<file path="src/rtl/multicycle_control_fsm.sv">
// Multi-cycle MIPS control FSM: sequences ALU, memory, IR and PC across the steps of each instruction.
// Optional feature: define MULTICYCLE_ILLEGAL_TRAP_EN to trap on unrecognised opcodes (sticky until reset).
module multicycle_control_fsm (
    input  logic       clk,
    input  logic       reset,
    input  logic [5:0] Opcode,
    input  logic       mem_ready,
    output logic       PCWrite,
    output logic       PCWriteCond,
    output logic       IorD,
    output logic       MemRead,
    output logic       MemWrite,
    output logic       IRWrite,
    output logic       RegDst,
    output logic       MemToReg,
    output logic       RegWrite,
    output logic       ALUSrcA,
    output logic [1:0] ALUSrcB,
    output logic [3:0] ALUOp,
    output logic [1:0] PCSource,
    output logic [3:0] state,
    output logic       instr_done,
    output logic       illegal_op
);

    localparam logic [3:0] S_FETCH  = 4'd0;
    localparam logic [3:0] S_DECODE = 4'd1;
    localparam logic [3:0] S_MEMADR = 4'd2;
    localparam logic [3:0] S_MEMRD  = 4'd3;
    localparam logic [3:0] S_MEMWB  = 4'd4;
    localparam logic [3:0] S_MEMWR  = 4'd5;
    localparam logic [3:0] S_EXEC   = 4'd6;
    localparam logic [3:0] S_ALUWB  = 4'd7;
    localparam logic [3:0] S_BRANCH = 4'd8;
    localparam logic [3:0] S_JUMP   = 4'd9;
    localparam logic [3:0] S_ADDIEX = 4'd10;
    localparam logic [3:0] S_ADDIWB = 4'd11;
    localparam logic [3:0] S_TRAP   = 4'd12;

    localparam logic [5:0] OP_RTYPE = 6'b000000;
    localparam logic [5:0] OP_LW    = 6'b100011;
    localparam logic [5:0] OP_SW    = 6'b101011;
    localparam logic [5:0] OP_BEQ   = 6'b000100;
    localparam logic [5:0] OP_J     = 6'b000010;
    localparam logic [5:0] OP_ADDI  = 6'b001000;

    localparam logic [3:0] ALU_ADD   = 4'b0010;
    localparam logic [3:0] ALU_SUB   = 4'b0110;
    localparam logic [3:0] ALU_FUNCT = 4'b1000;

    logic [3:0] r_state;
    logic [3:0] w_nextState;
    logic       r_isStore;

    // Opcode is only trusted in DECODE, so lw/sw is remembered for the MEMADR branch.
    always_ff @(posedge clk) begin
        if (reset) begin
            r_state   <= S_FETCH;
            r_isStore <= 1'b0;
        end else begin
            r_state <= w_nextState;
            if (r_state == S_DECODE)
                r_isStore <= (Opcode == OP_SW);
        end
    end

    always_comb begin
        w_nextState = S_FETCH;
        case (r_state)
            S_FETCH:  w_nextState = mem_ready ? S_DECODE : S_FETCH;
            S_DECODE: begin
                case (Opcode)
                    OP_LW, OP_SW: w_nextState = S_MEMADR;
                    OP_RTYPE:     w_nextState = S_EXEC;
                    OP_BEQ:       w_nextState = S_BRANCH;
                    OP_J:         w_nextState = S_JUMP;
                    OP_ADDI:      w_nextState = S_ADDIEX;
`ifdef MULTICYCLE_ILLEGAL_TRAP_EN
                    default:      w_nextState = S_TRAP;
`else
                    default:      w_nextState = S_ADDIEX;
`endif
                endcase
            end
            S_MEMADR: w_nextState = r_isStore ? S_MEMWR : S_MEMRD;
            S_MEMRD:  w_nextState = mem_ready ? S_MEMWB : S_MEMRD;
            S_MEMWR:  w_nextState = mem_ready ? S_FETCH : S_MEMWR;
            S_EXEC:   w_nextState = S_ALUWB;
            S_ADDIEX: w_nextState = S_ADDIWB;
            S_TRAP:   w_nextState = S_TRAP;
            default:  w_nextState = S_FETCH;
        endcase
    end

    // Reset blanks every output immediately, so an abandoned store never strobes.
    always_comb begin
        PCWrite     = 1'b0;
        PCWriteCond = 1'b0;
        IorD        = 1'b0;
        MemRead     = 1'b0;
        MemWrite    = 1'b0;
        IRWrite     = 1'b0;
        RegDst      = 1'b0;
        MemToReg    = 1'b0;
        RegWrite    = 1'b0;
        ALUSrcA     = 1'b0;
        ALUSrcB     = 2'b00;
        ALUOp       = 4'b0000;
        PCSource    = 2'b00;
        instr_done  = 1'b0;
        if (!reset) begin
            case (r_state)
                S_FETCH: begin
                    MemRead = 1'b1;
                    ALUSrcB = 2'b01;
                    ALUOp   = ALU_ADD;
                    IRWrite = mem_ready;
                    PCWrite = mem_ready;
                end
                S_DECODE: begin
                    ALUSrcB = 2'b11;
                    ALUOp   = ALU_ADD;
                end
                S_MEMADR, S_ADDIEX: begin
                    ALUSrcA = 1'b1;
                    ALUSrcB = 2'b10;
                    ALUOp   = ALU_ADD;
                end
                S_MEMRD: begin
                    MemRead = 1'b1;
                    IorD    = 1'b1;
                end
                S_MEMWR: begin
                    MemWrite   = 1'b1;
                    IorD       = 1'b1;
                    instr_done = mem_ready;
                end
                S_MEMWB: begin
                    RegWrite   = 1'b1;
                    MemToReg   = 1'b1;
                    instr_done = 1'b1;
                end
                S_EXEC: begin
                    ALUSrcA = 1'b1;
                    ALUOp   = ALU_FUNCT;
                end
                S_ALUWB: begin
                    RegWrite   = 1'b1;
                    RegDst     = 1'b1;
                    instr_done = 1'b1;
                end
                S_ADDIWB: begin
                    RegWrite   = 1'b1;
                    instr_done = 1'b1;
                end
                S_BRANCH: begin
                    ALUSrcA     = 1'b1;
                    ALUOp       = ALU_SUB;
                    PCSource    = 2'b01;
                    PCWriteCond = 1'b1;
                    instr_done  = 1'b1;
                end
                S_JUMP: begin
                    PCSource   = 2'b10;
                    PCWrite    = 1'b1;
                    instr_done = 1'b1;
                end
                default: ;
            endcase
        end
    end

    assign state = reset ? 4'd0 : r_state;

`ifdef MULTICYCLE_ILLEGAL_TRAP_EN
    assign illegal_op = !reset && (r_state == S_TRAP);
`else
    assign illegal_op = 1'b0;
`endif

endmodule
</file>
<file path="config.mk">
export PLATFORM = sky130hd
export DESIGN_NAME = multicycle_control_fsm
export DESIGN_NICKNAME = d
export VERILOG_FILES = /design/src/rtl/multicycle_control_fsm.sv
export SDC_FILE = /design/constraint.sdc
export NUM_CORES = 1
export LEC_CHECK = 0
export ABC_AREA = 1
export CAP_MARGIN = 20
export CORE_UTILIZATION = 39
export DETAILED_ROUTE_END_ITERATION = 16
export PLACE_DENSITY = 0.78
export REMOVE_ABC_BUFFERS = 1
export SLEW_MARGIN = 40
export SYNTH_ARGS = -nofsm -noshare
export SYNTH_HDL_FRONTEND = slang
export SYNTH_SLANG_ARGS = --single-unit
</file>
<file path="constraint.sdc">
create_clock -name clk -period 1.4 [get_ports clk]
set_clock_uncertainty 0.2 [all_clocks]
set_input_delay 0.21 -clock clk [delete_from_list [all_inputs] [get_ports clk]]
set_output_delay 0.21 -clock clk [all_outputs]
set_load 0.005 [all_outputs]
</file>
==> results of run 1 <==
power groups by stage:
stage / sequential, W / combinational [W] / clock (W)
finish: 0.000258 / 0.00118 / 0.000198
CTS: 0.000242 / 0.000916 / 0.000164
global placement: 0.000219 / 0.000698 / 0
global route: 0.000259 / 0.00122 / 0.000204
floorplan: 0.000213 / 0.000312 / 0
detailed placement: 0.000222 / 0.000710 / 0
stage by stage:
stage	hold slack [ns]	utilization, %	cell area (µm²)	instances	setup slack [ns]
3_5_place_dp	0.333	72.3	1100	177	-0.620
6_report	0.312	93.5	1430	201	-0.425
4_1_cts	0.294	84.7	1290	197	-0.317
5_1_grt	0.318	93.5	1430	201	-0.461
2_1_floorplan	0.0724	-	602	107	0.0384
3_3_place_gp	0.348	72.3	1100	177	-0.582
kinds of logic after synthesis:
| logic type | after synthesis | synth area share (%) |
|---|---|---|
| DFF | 5 | 15.6 |
| AOI/OAI and AO/OA | 12 | 11.3 |
| other | 1 | 0.583 |
| and+or+nand+nor | 72 | 56.2 |
| buffers and inverters | 22 | 16.3 |
layout by cell type, fill, tap and decap left out, drive strengths merged:
cell type / n
buf: 66
nor2: 32
nand2: 22
inv: 15
nand3: 12
a21oi: 8
clkdlybuf4s50: 7
dfxtp: 5
clkbuf: 4
nor3: 3
o21ai: 2
conb: 2
clkinv: 1
a31oi: 1
and3: 1
a31o: 1
nand4: 1
or2: 1
dlygate4sd2: 1
flip-flops by register name, indices dropped and copies added, names as in the netlist:
name,flops
r_isStore,1
r_state,4
repair_timing:
| action | 4_1_cts | 5_1_grt |
|---|---|---|
| gates resized for setup | 135 | 28 |
| setup endpoints to repair | 26 | 27 |
| buffers inserted | 19 | 6 |
| pin swaps | 28 | 22 |
final timing paths:
path                   start    endpoint  slack [ns]  cells past startpoint
setup / recovery  r_state[2]  instr_done       -0.43                      8
hold / removal         reset  r_state[3]        0.31                      3
setup reg to reg  r_state[2]  r_state[0]       -0.35                     10
hold reg to reg    r_isStore   r_isStore        0.44                      2
routing by layer:
layer,track usage [%],vias to the layer above
met5,0,-
met1,43.5,561
li1,-,496
met3,4.31,45
met4,12.5,0
met2,62.8,112
area by class of cell:
cell class / count / area, µm² / share of cell area (%)
multi-input combinational: 86 / 601 / 42.1
timing repair buffer: 74 / 596 / 41.8
sequential: 5 / 115 / 8.08
inverter: 16 / 67.6 / 4.74
clock buffer: 4 / 26.3 / 1.84
tap: 16 / 20.0 / 1.40
worst max-delay path, stage by stage (launching register included):
cell and delay (ns):
dfxtp_4 0.36, inv_2 0.10, nand2_2 0.09, nand2_1 0.14, nand3_1 0.13, o21ai_2 0.10
inv_2 0.06, nand3_2 0.06, buf_2 0.11
==> insert_results.sql, run 1 <==
INSERT INTO impl_metrics (metric_group, metric, value, unit) VALUES
('pwr', 'pwr-share-comb', '72.2', '%'),
('grt', 'first_global_vias', '1012', ''),
('cts', 'cts_tree', 'yes', ''),
('placed_design', 'placement.io_buffers', '30', ''),
('yosys', 'ys_top_cells_by_area', 'nor2_1, dfxtp_1, nand3_1, nand2_1, nor2_4', ''),
('floorplan', 'num_ports', '33', ''),
('timing', 'finalWorstPathRequiredPeriod', '1.83', 'ns'),
('cts', 'clock_latency', '0.26', 'ns'),
('yosys', 'synth-warning-count', '0', ''),
('pwr', 'overall_power', '0.00164', 'W'),
('setup_path', 'worst-setup-path-type', 'reg2out', ''),
('drt', 'totalWireLength', '4.04', 'mm'),
('floorplan', 'core_area', '0.00152', 'mm²'),
('yosys', 'synth_enable_flop_cells', '0', ''),
('yosys', 'post_synth_num_cell_types', '26', ''),
('floorplan', 'start_util', '42.2', '%'),
('pwr', 'clock_power_share', '12.1', '%'),
('timing', 'final.setup.tns', '-7.62', 'ns'),
('pwr', 'relative_contribution_of_sequential_cells_to_total_power', '15.7', '%'),
('timing', 'fin_crit_sh', '130', '%'),
('setup_path', 'crit_path_max_fanout', '3', ''),
('cts', 'hold_buffers', '0', ''),
('status', 'violated_checks', 'setup timing', ''),
('yosys', 'synth.cell_area', '643', 'µm²'),
('finish', 'layout-drive-gt1-share', '71.4', '%'),
('grt', 'first_pass_grt_wire_length', '4.81', 'mm'),
('cts', 'numClockSinks', '5', ''),
('yosys', 'postSynth.topFlopCell', 'dfxtp_1', ''),
('run', 'maxCapViolCount', '0', ''),
('drt', 'wirelength_met1', '1.46', 'mm'),
('pwr', 'power.switching_fraction', '46.2', '%'),
('drt', 'met2RoutedLength', '1.83', 'mm'),
('floorplan', 'die-height', '42.6', 'µm'),
('finish', 'area_growth_synth_to_finish', '122', '%'),
('yosys', 'synth_sequential_area_ratio', '15.6', '%'),
('yosys', 'postSynthRegisterBits', '5', ''),
('finish', 'final_nets', '195', ''),
('timing', 'worst_setup_slack_after_layout', '-0.425', 'ns'),
('yosys', 'netlist_instances', '112', ''),
('timing', 'final_number_of_max_transition_violations', '0', ''),
('pwr', 'irDropWorstVdd', '1.22', 'mV'),
('pwr', 'pwr_density_cell', '1150', 'mW/mm²'),
('pwr', 'total_leakage_power', '0.689', 'nW'),
('status', 'outcome', 'finished, violations left', ''),
('finish', 'filler_cell_count', '54', ''),
('drt', 'drt_first_iter_violations', '78', ''),
('cts', 'cts_root_buf', 'clkbuf_4', ''),
('floorplan', 'die_area', '0.00182', 'mm²'),
('pwr', 'sw_power', '0.000757', 'W'),
('yosys', 'yosysMostFrequentCell', 'nor2_1', ''),
('floorplan', 'dieWidth', '42.6', 'µm'),
('cts', 'clkSlewWorstSetupHoldPaths', '0.07', 'ns'),
('yosys', 'avgSynthCellArea', '5.74', 'µm²'),
('setup_path', 'timing.critical_path.required', '0.99', 'ns'),
('pwr', 'cellInternalPower', '0.000883', 'W'),
('grt', 'grt_antenna_before_repair', '0', ''),
('placed_design', 'place_congestion', '0.829', ''),
('cts', 'clock_path_buffers', '2', ''),
('drt', 'route.vias.total', '1214', ''),
('drt', 'detail_route.first_pass.iterations', '4', ''),
('placed_design', 'hpwl_detailed', '1.62', 'mm'),
('yosys', 'commonest_cells_in_the_netlist', 'nor2_1, nand2_1, nand3_1', ''),
('drt', 'via_per_inst', '6.04', ''),
('timing', 'hold_viol', '0', ''),
('yosys', 'synth.largest_area_cell', 'nor2_1', ''),
('grt', 'grt_use_total', '35.5', '%'),
('timing', 'finalSetupViolations', '27', ''),
('yosys', 'synth_top_area_share', '16.3', '%'),
('finish', 'insertedDiodeCount', '0', ''),
('timing', 'unrepaired_setup_endpoints_after_global_routing', 'true', ''),
('cts', 'cts_buf_count', '3', ''),
('setup_path', 'critPathArrivalTime', '1.42', 'ns'),
('worst_hold_path', 'timing.hold.worst.class', 'in2reg', ''),
('timing', 'maximum_operating_frequency', '548', 'MHz'),
('setup_path', 'startpoint_type', 'flop', ''),
('grt', 'total_global_routing_overflow', '0', ''),
('drt', 'routedWlPerCell', '20.1', 'µm'),
('drt', 'top_layer', 'met4', ''),
('drt', 'met3_wirelength', '389', 'µm'),
('drt', 'drc', '0', ''),
('grt', 'grt_max_degree', '11', ''),
('setup_path', 'kind_of_capture_point_of_the_worst_setup_path', 'output pin', ''),
('drt', 'ant_nets', '0', ''),
('floorplan', 'placement_rows', '14', ''),
('yosys', 'synth_async_sr_flop_share', '0', '%'),
('cts', 'cts_max_level', '1', '');
Note: power is estimated with default switching activity, not from simulation.
==> run 2: changes to the inputs <==
- RECOVER_POWER: unset -> 50
==> results of run 2 <==
No change in the layout: final DEF, timing and power equal those of run 1.
